[src/rtl/conv_3_5_mac_acc.sv]
// Convolution MAC accumulator: sums KERNEL_LEN signed products plus a scaled
// bias, then rounds, shifts, saturates to 16 bits and optionally applies ReLU.
module conv_3_5_mac_acc #(
    parameter int unsigned KERNEL_LEN = 25,
    parameter int unsigned IN_WIDTH   = 24,
    parameter int unsigned ACC_WIDTH  = 32,
    parameter int unsigned SHIFT      = 8,
    parameter int unsigned RELU       = 1
) (
    input  logic                ap_clk,
    input  logic                ap_rst_n,
    input  logic [IN_WIDTH-1:0] prod_din,
    input  logic                prod_valid,
    output logic                prod_ready,
    input  logic [15:0]         bias,
    output logic [15:0]         out_dout,
    output logic                out_valid,
    input  logic                out_ready,
    output logic                sat
);

    localparam int unsigned CNT_W = $clog2(KERNEL_LEN);
    localparam int unsigned RND_W = ACC_WIDTH + 1;

    // One extra bit keeps the rounding add from wrapping near full scale.
    localparam logic signed [RND_W-1:0] HALF = RND_W'(2 ** (SHIFT - 1));
    localparam logic signed [RND_W-1:0] MAXV = RND_W'(32767);
    localparam logic signed [RND_W-1:0] MINV = RND_W'(-32768);

    typedef enum logic [1:0] {
        S_IDLE,
        S_ACC,
        S_OUT
    } state_t;

    state_t                      state_q, state_d;
    logic signed [ACC_WIDTH-1:0] acc_q, acc_d;
    logic [CNT_W-1:0]            cnt_q, cnt_d;
    logic [15:0]                 dout_q, dout_d;
    logic                        valid_q, valid_d;
    logic                        sat_q, sat_d;

    logic signed [ACC_WIDTH-1:0] prod_ext;
    logic signed [ACC_WIDTH-1:0] bias_ext;
    logic signed [ACC_WIDTH-1:0] acc_sum;
    logic signed [RND_W-1:0]     rounded;
    logic signed [RND_W-1:0]     shifted;
    logic [15:0]                 res_c;
    logic                        res_sat_c;

    // Result datapath: final sum including the incoming product, rounded and clamped.
    always_comb begin
        prod_ext  = ACC_WIDTH'($signed(prod_din));
        bias_ext  = ACC_WIDTH'($signed(bias)) <<< SHIFT;
        acc_sum   = acc_q + prod_ext;
        rounded   = RND_W'(acc_sum) + HALF;
        shifted   = rounded >>> SHIFT;
        res_sat_c = 1'b0;
        if (shifted > MAXV) begin
            res_c     = 16'h7fff;
            res_sat_c = 1'b1;
        end else if (shifted < MINV) begin
            res_c     = 16'h8000;
            res_sat_c = 1'b1;
        end else begin
            res_c = shifted[15:0];
        end
        if ((RELU != 0) && res_c[15]) begin
            res_c = 16'h0000;
        end
    end

    // Next-state and register-update logic for the IDLE/ACC/OUT window sequencer.
    always_comb begin
        state_d = state_q;
        acc_d   = acc_q;
        cnt_d   = cnt_q;
        dout_d  = dout_q;
        valid_d = valid_q;
        sat_d   = 1'b0;
        case (state_q)
            S_IDLE: begin
                if (prod_valid) begin
                    acc_d   = prod_ext + bias_ext;
                    cnt_d   = CNT_W'(1);
                    state_d = S_ACC;
                end
            end
            S_ACC: begin
                if (prod_valid) begin
                    acc_d = acc_sum;
                    cnt_d = cnt_q + CNT_W'(1);
                    if (cnt_q == CNT_W'(KERNEL_LEN - 1)) begin
                        cnt_d   = '0;
                        dout_d  = res_c;
                        sat_d   = res_sat_c;
                        valid_d = 1'b1;
                        state_d = S_OUT;
                    end
                end
            end
            S_OUT: begin
                if (out_ready) begin
                    valid_d = 1'b0;
                    state_d = S_IDLE;
                end
            end
            default: begin
                state_d = S_IDLE;
                valid_d = 1'b0;
            end
        endcase
    end

    // State and datapath registers; reset discards any partial window or pending result.
    always_ff @(posedge ap_clk or negedge ap_rst_n) begin
        if (!ap_rst_n) begin
            state_q <= S_IDLE;
            acc_q   <= '0;
            cnt_q   <= '0;
            dout_q  <= '0;
            valid_q <= 1'b0;
            sat_q   <= 1'b0;
        end else begin
            state_q <= state_d;
            acc_q   <= acc_d;
            cnt_q   <= cnt_d;
            dout_q  <= dout_d;
            valid_q <= valid_d;
            sat_q   <= sat_d;
        end
    end

    assign prod_ready = (state_q != S_OUT);
    assign out_dout   = dout_q;
    assign out_valid  = valid_q;
    assign sat        = sat_q;

endmodule

[config.mk]
export PLATFORM = sky130hd
export DESIGN_NAME = conv_3_5_mac_acc
export DESIGN_NICKNAME = d
export VERILOG_FILES = /design/src/rtl/conv_3_5_mac_acc.sv
export SDC_FILE = /design/constraint.sdc
export NUM_CORES = 1
export LEC_CHECK = 0
export CAP_MARGIN = 20
export CORE_AREA = 3 3 119 121
export DETAILED_ROUTE_END_ITERATION = 10
export DIE_AREA = 0 0 122 124
export PLACE_DENSITY = 0.71
export SYNTH_ARGS = -nofsm -noshare
export SYNTH_HDL_FRONTEND = slang
export SYNTH_SLANG_ARGS = --single-unit
[constraint.sdc]
create_clock -name ap_clk -period 6.3 [get_ports ap_clk]
set_input_delay 1.26 -clock ap_clk [delete_from_list [all_inputs] [get_ports ap_clk]]
set_output_delay 1.26 -clock ap_clk [all_outputs]
set_load 0.02 [all_outputs]
==> results_dict.tcl <==
set metrics [dict create \
    fmax_mhz 177 \
    ios 63 \
    ys.flop_type "dfrtp_1" \
    finalSetupTns_ns 0 \
    hold_path_class "register to register" \
    synth.distinct_cells 83 \
    start_kind "primary input" \
    power_density_nw_per_um2 546 \
    cap_violations 0 \
    wirelength_mm 15.8 \
    min_from "acc_q[9]" \
    numPortBuffers 61 \
    yosysSeqAreaShare_pct 23.9 \
    arrival_ns 5.89 \
    setup_viol 0 \
    p_sw_share_pct 50.5 \
    yosysWarnings 0 \
    cts_tree "done" \
    r2r_start "acc_q[0]" \
    fp.dieH_um 124 \
    seq_power_share_pct 17.3 \
    num_vias 5656 \
    syn_area_um2 5860 \
    vias_per_cell 5.99 \
    reg2reg_depth 14 \
    post-cts-setup-buffer-count 0 \
    coreArea_um2 13200 \
    synth.avg_cell_area_um2 8.14 \
    fin_crit_sh_pct 89.6 \
    worstMarginPinSlew_ns 0.715 \
    worstHoldPathCells 2 \
    htreeDepth 2 \
    crit_required_ns 6.54 \
    clock-root-buffer "clkbuf_16" \
    design_area_um2 6770 \
    grt_max_degree 57 \
    combPwrFrac_pct 74.0 \
    route.detailed.drc 0 \
    place_hpwl_mm 12.5 \
    ys_seq_elements 56 \
    netSwitchingPower_mw 1.87 \
    min_period_ns 5.64 \
    drive_gt1_share_pct 7.02 \
    rsz0062_at_grt "false" \
    p_total_mw 3.70 \
    antenna_found_initial 0 \
    die_x_um 122 \
    area_growth_pct 15.6 \
    intPower_mw 1.83 \
    cp_max_fo 15 \
    syn-num-nets 816 \
    grt.total_usage_pct 21.1 \
    p_leak_nw 2.85 \
    grt_pass1_wl_mm 25.9 \
    drtIter0Drc 477 \
    routedWlPerCell_um 16.7 \
    skew_ns 0.0109 \
    drt.antenna.violating_nets 0 \
    initial_core_util_pct 44.4 \
    async_flop_share_pct 100 \
    synth_top_area_share_pct 23.9 \
    ctsResizeCount 0 \
    first_pass_iters 5 \
    synth_top_area_cell "dfrtp_1" \
    critical_path_class "primary input to register" \
    end_kind "register" \
    clockPowerShare_pct 8.7 \
    cts_sinks 56 \
    status "finished clean" \
    slew_violations 0 \
    slew_headroom_pct 52.4 \
    synth_edf_count 0 \
    peakVddDrop_uv 187 \
    fp.dieArea_um2 15100 \
    nNetsFinal 864 \
    crit_start "prod_din[0]" \
    path_clk_slew_ns 0.07 \
    synth_area_leaders "dfrtp_1 24%, ha_1 11%, a21oi_1 6.1%" \
    placed_area_um2 6610 \
    numCtsBuffers 5 \
    diodes 0 \
    rows 42 \
    clk_path_buf_depth 2 \
    grt_pass1_vias 5150 \
    routabilityCongestion 0.938 \
    syn_inst 720 \
    cts_hold_buf 0 \
    clk_latency_ns 0.31 \
    hold_viol 0 \
    grt-ovfl-total 0 \
]
kinds of logic (layout without fill, tap and decap cells):
| family | count (synthesis) | after routing | synth area share, % |
|---|---|---|---|
| compound gates | 248 | 248 | 28.4 |
| xor+xnor | 44 | 44 | 6.57 |
| fa+ha+maj | 52 | 52 | 11.4 |
| buf+inv | 49 | 98 | 3.82 |
| flops | 56 | 56 | 23.9 |
| mux | 13 | 13 | 2.24 |
| other cells | 1 | 1 | 0.0640 |
| simple gates | 257 | 257 | 23.6 |
final cells by class:
cell class / count / area [µm²]
flip-flops and latches: 56 / 1400
multi-input cells: 615 / 4240
inverters: 19 / 71.3
clock inverters: 2 / 35.0
well taps: 176 / 220
clock buffers: 6 / 129
fillers: 1272 / 6420
repair buffers: 71 / 681
synth_stat cells (12+ instances only):
cell type	count
o21ai_0	58
and2_1	12
dfrtp_1	56
a21o_1	19
mux2i_1	12
nand2_1	66
a21oi_1	71
xnor2_1	30
nand3_1	27
nand4_1	14
inv_1	19
xor2_1	14
ha_1	50
clkbuf_1	17
a221o_1	13
nor3_1	16
nor2_1	43
routing by layer:
metal | up-vias | part of all wire [%] | track usage [%]
met4 | 0 | 1.2 | 4.83
met3 | 15 | 5.6 | 2.36
met5 | - | 0 | 0
met2 | 166 | 44 | 32.7
li1 | 2820 | - | -
met1 | 2655 | 49 | 31.6
critical path, cell delays in order:
cell	delay [ns]
clkdlybuf4s50_1	0.43
ha_1	0.26
fa_1	0.45
a211oi_1	0.43
o21ai_1	0.20
buf_4	0.19
and3_1	0.19
o211ai_1	0.33
nand3_1	0.16
a22oi_1	0.43
nand4_1	0.20
or4_1	0.44
a21oi_1	0.20
and2_1	0.47
a221o_2	0.24
flip-flops by register name (all words and copies together) (netlist names):
register and flops:
out_dout 15, out_valid 1, cnt_q 5, state_q 2
sat 1, acc_q 32
metrics by stage:
| stage | setup WS (ns) | utilization, % | instances | hold WS (ns) |
|---|---|---|---|---|
| 2_1_floorplan | 1.42 | - | 720 | 0.454 |
| 3_3_place_gp | 0.580 | 50.1 | 937 | 0.466 |
| 3_5_place_dp | 0.444 | 50.1 | 937 | 0.478 |
| 4_1_cts | 0.742 | 51.4 | 945 | 0.494 |
| 5_1_grt | 0.409 | 51.4 | 945 | 0.516 |
| 6_report | 0.656 | 51.4 | 945 | 0.488 |
worst paths after layout:
path                                 to  slack, ns
setup / recovery           out_dout[13]       0.66
hold / removal                 acc_q[9]       0.49
setup reg to reg           out_dout[13]       1.67
hold reg to reg                acc_q[9]       0.49
max in group asynchronous  out_dout[11]       4.72
min in group asynchronous     acc_q[29]       1.07
power groups by stage:
stage | Sequential, mW | Clock (mW) | Combinational, mW
global route | 0.663 | 0.340 | 3.02
detailed placement | 0.648 | 0 | 2.70
finish | 0.639 | 0.322 | 2.74
global placement | 0.638 | 0 | 2.64
CTS | 0.641 | 0.327 | 2.71
floorplan | 0.680 | 0 | 1.93
placed cells by master, fill, tap and decap left out, types with 7 or more instances in the layout:
cell type        count
inv_1               19
o211ai_1            10
xor2_1              14
xnor2_1             30
or3_1                7
nor3_1              16
clkdlybuf4s50_1     60
and3_1              11
ha_1                50
nand3_1             27
a21o_1              19
o21ai_0             58
a21oi_1             71
nand4_1             14
nand2b_1             8
dfrtp_1             56
and2_1              12
or2_2                8
a31oi_1             10
o2111ai_1            7
buf_4               10
a221o_1             13
mux2i_1             12
nor2_1              43
nand2_1             66
No activity file was read; power rests on OpenSTA's default activity.
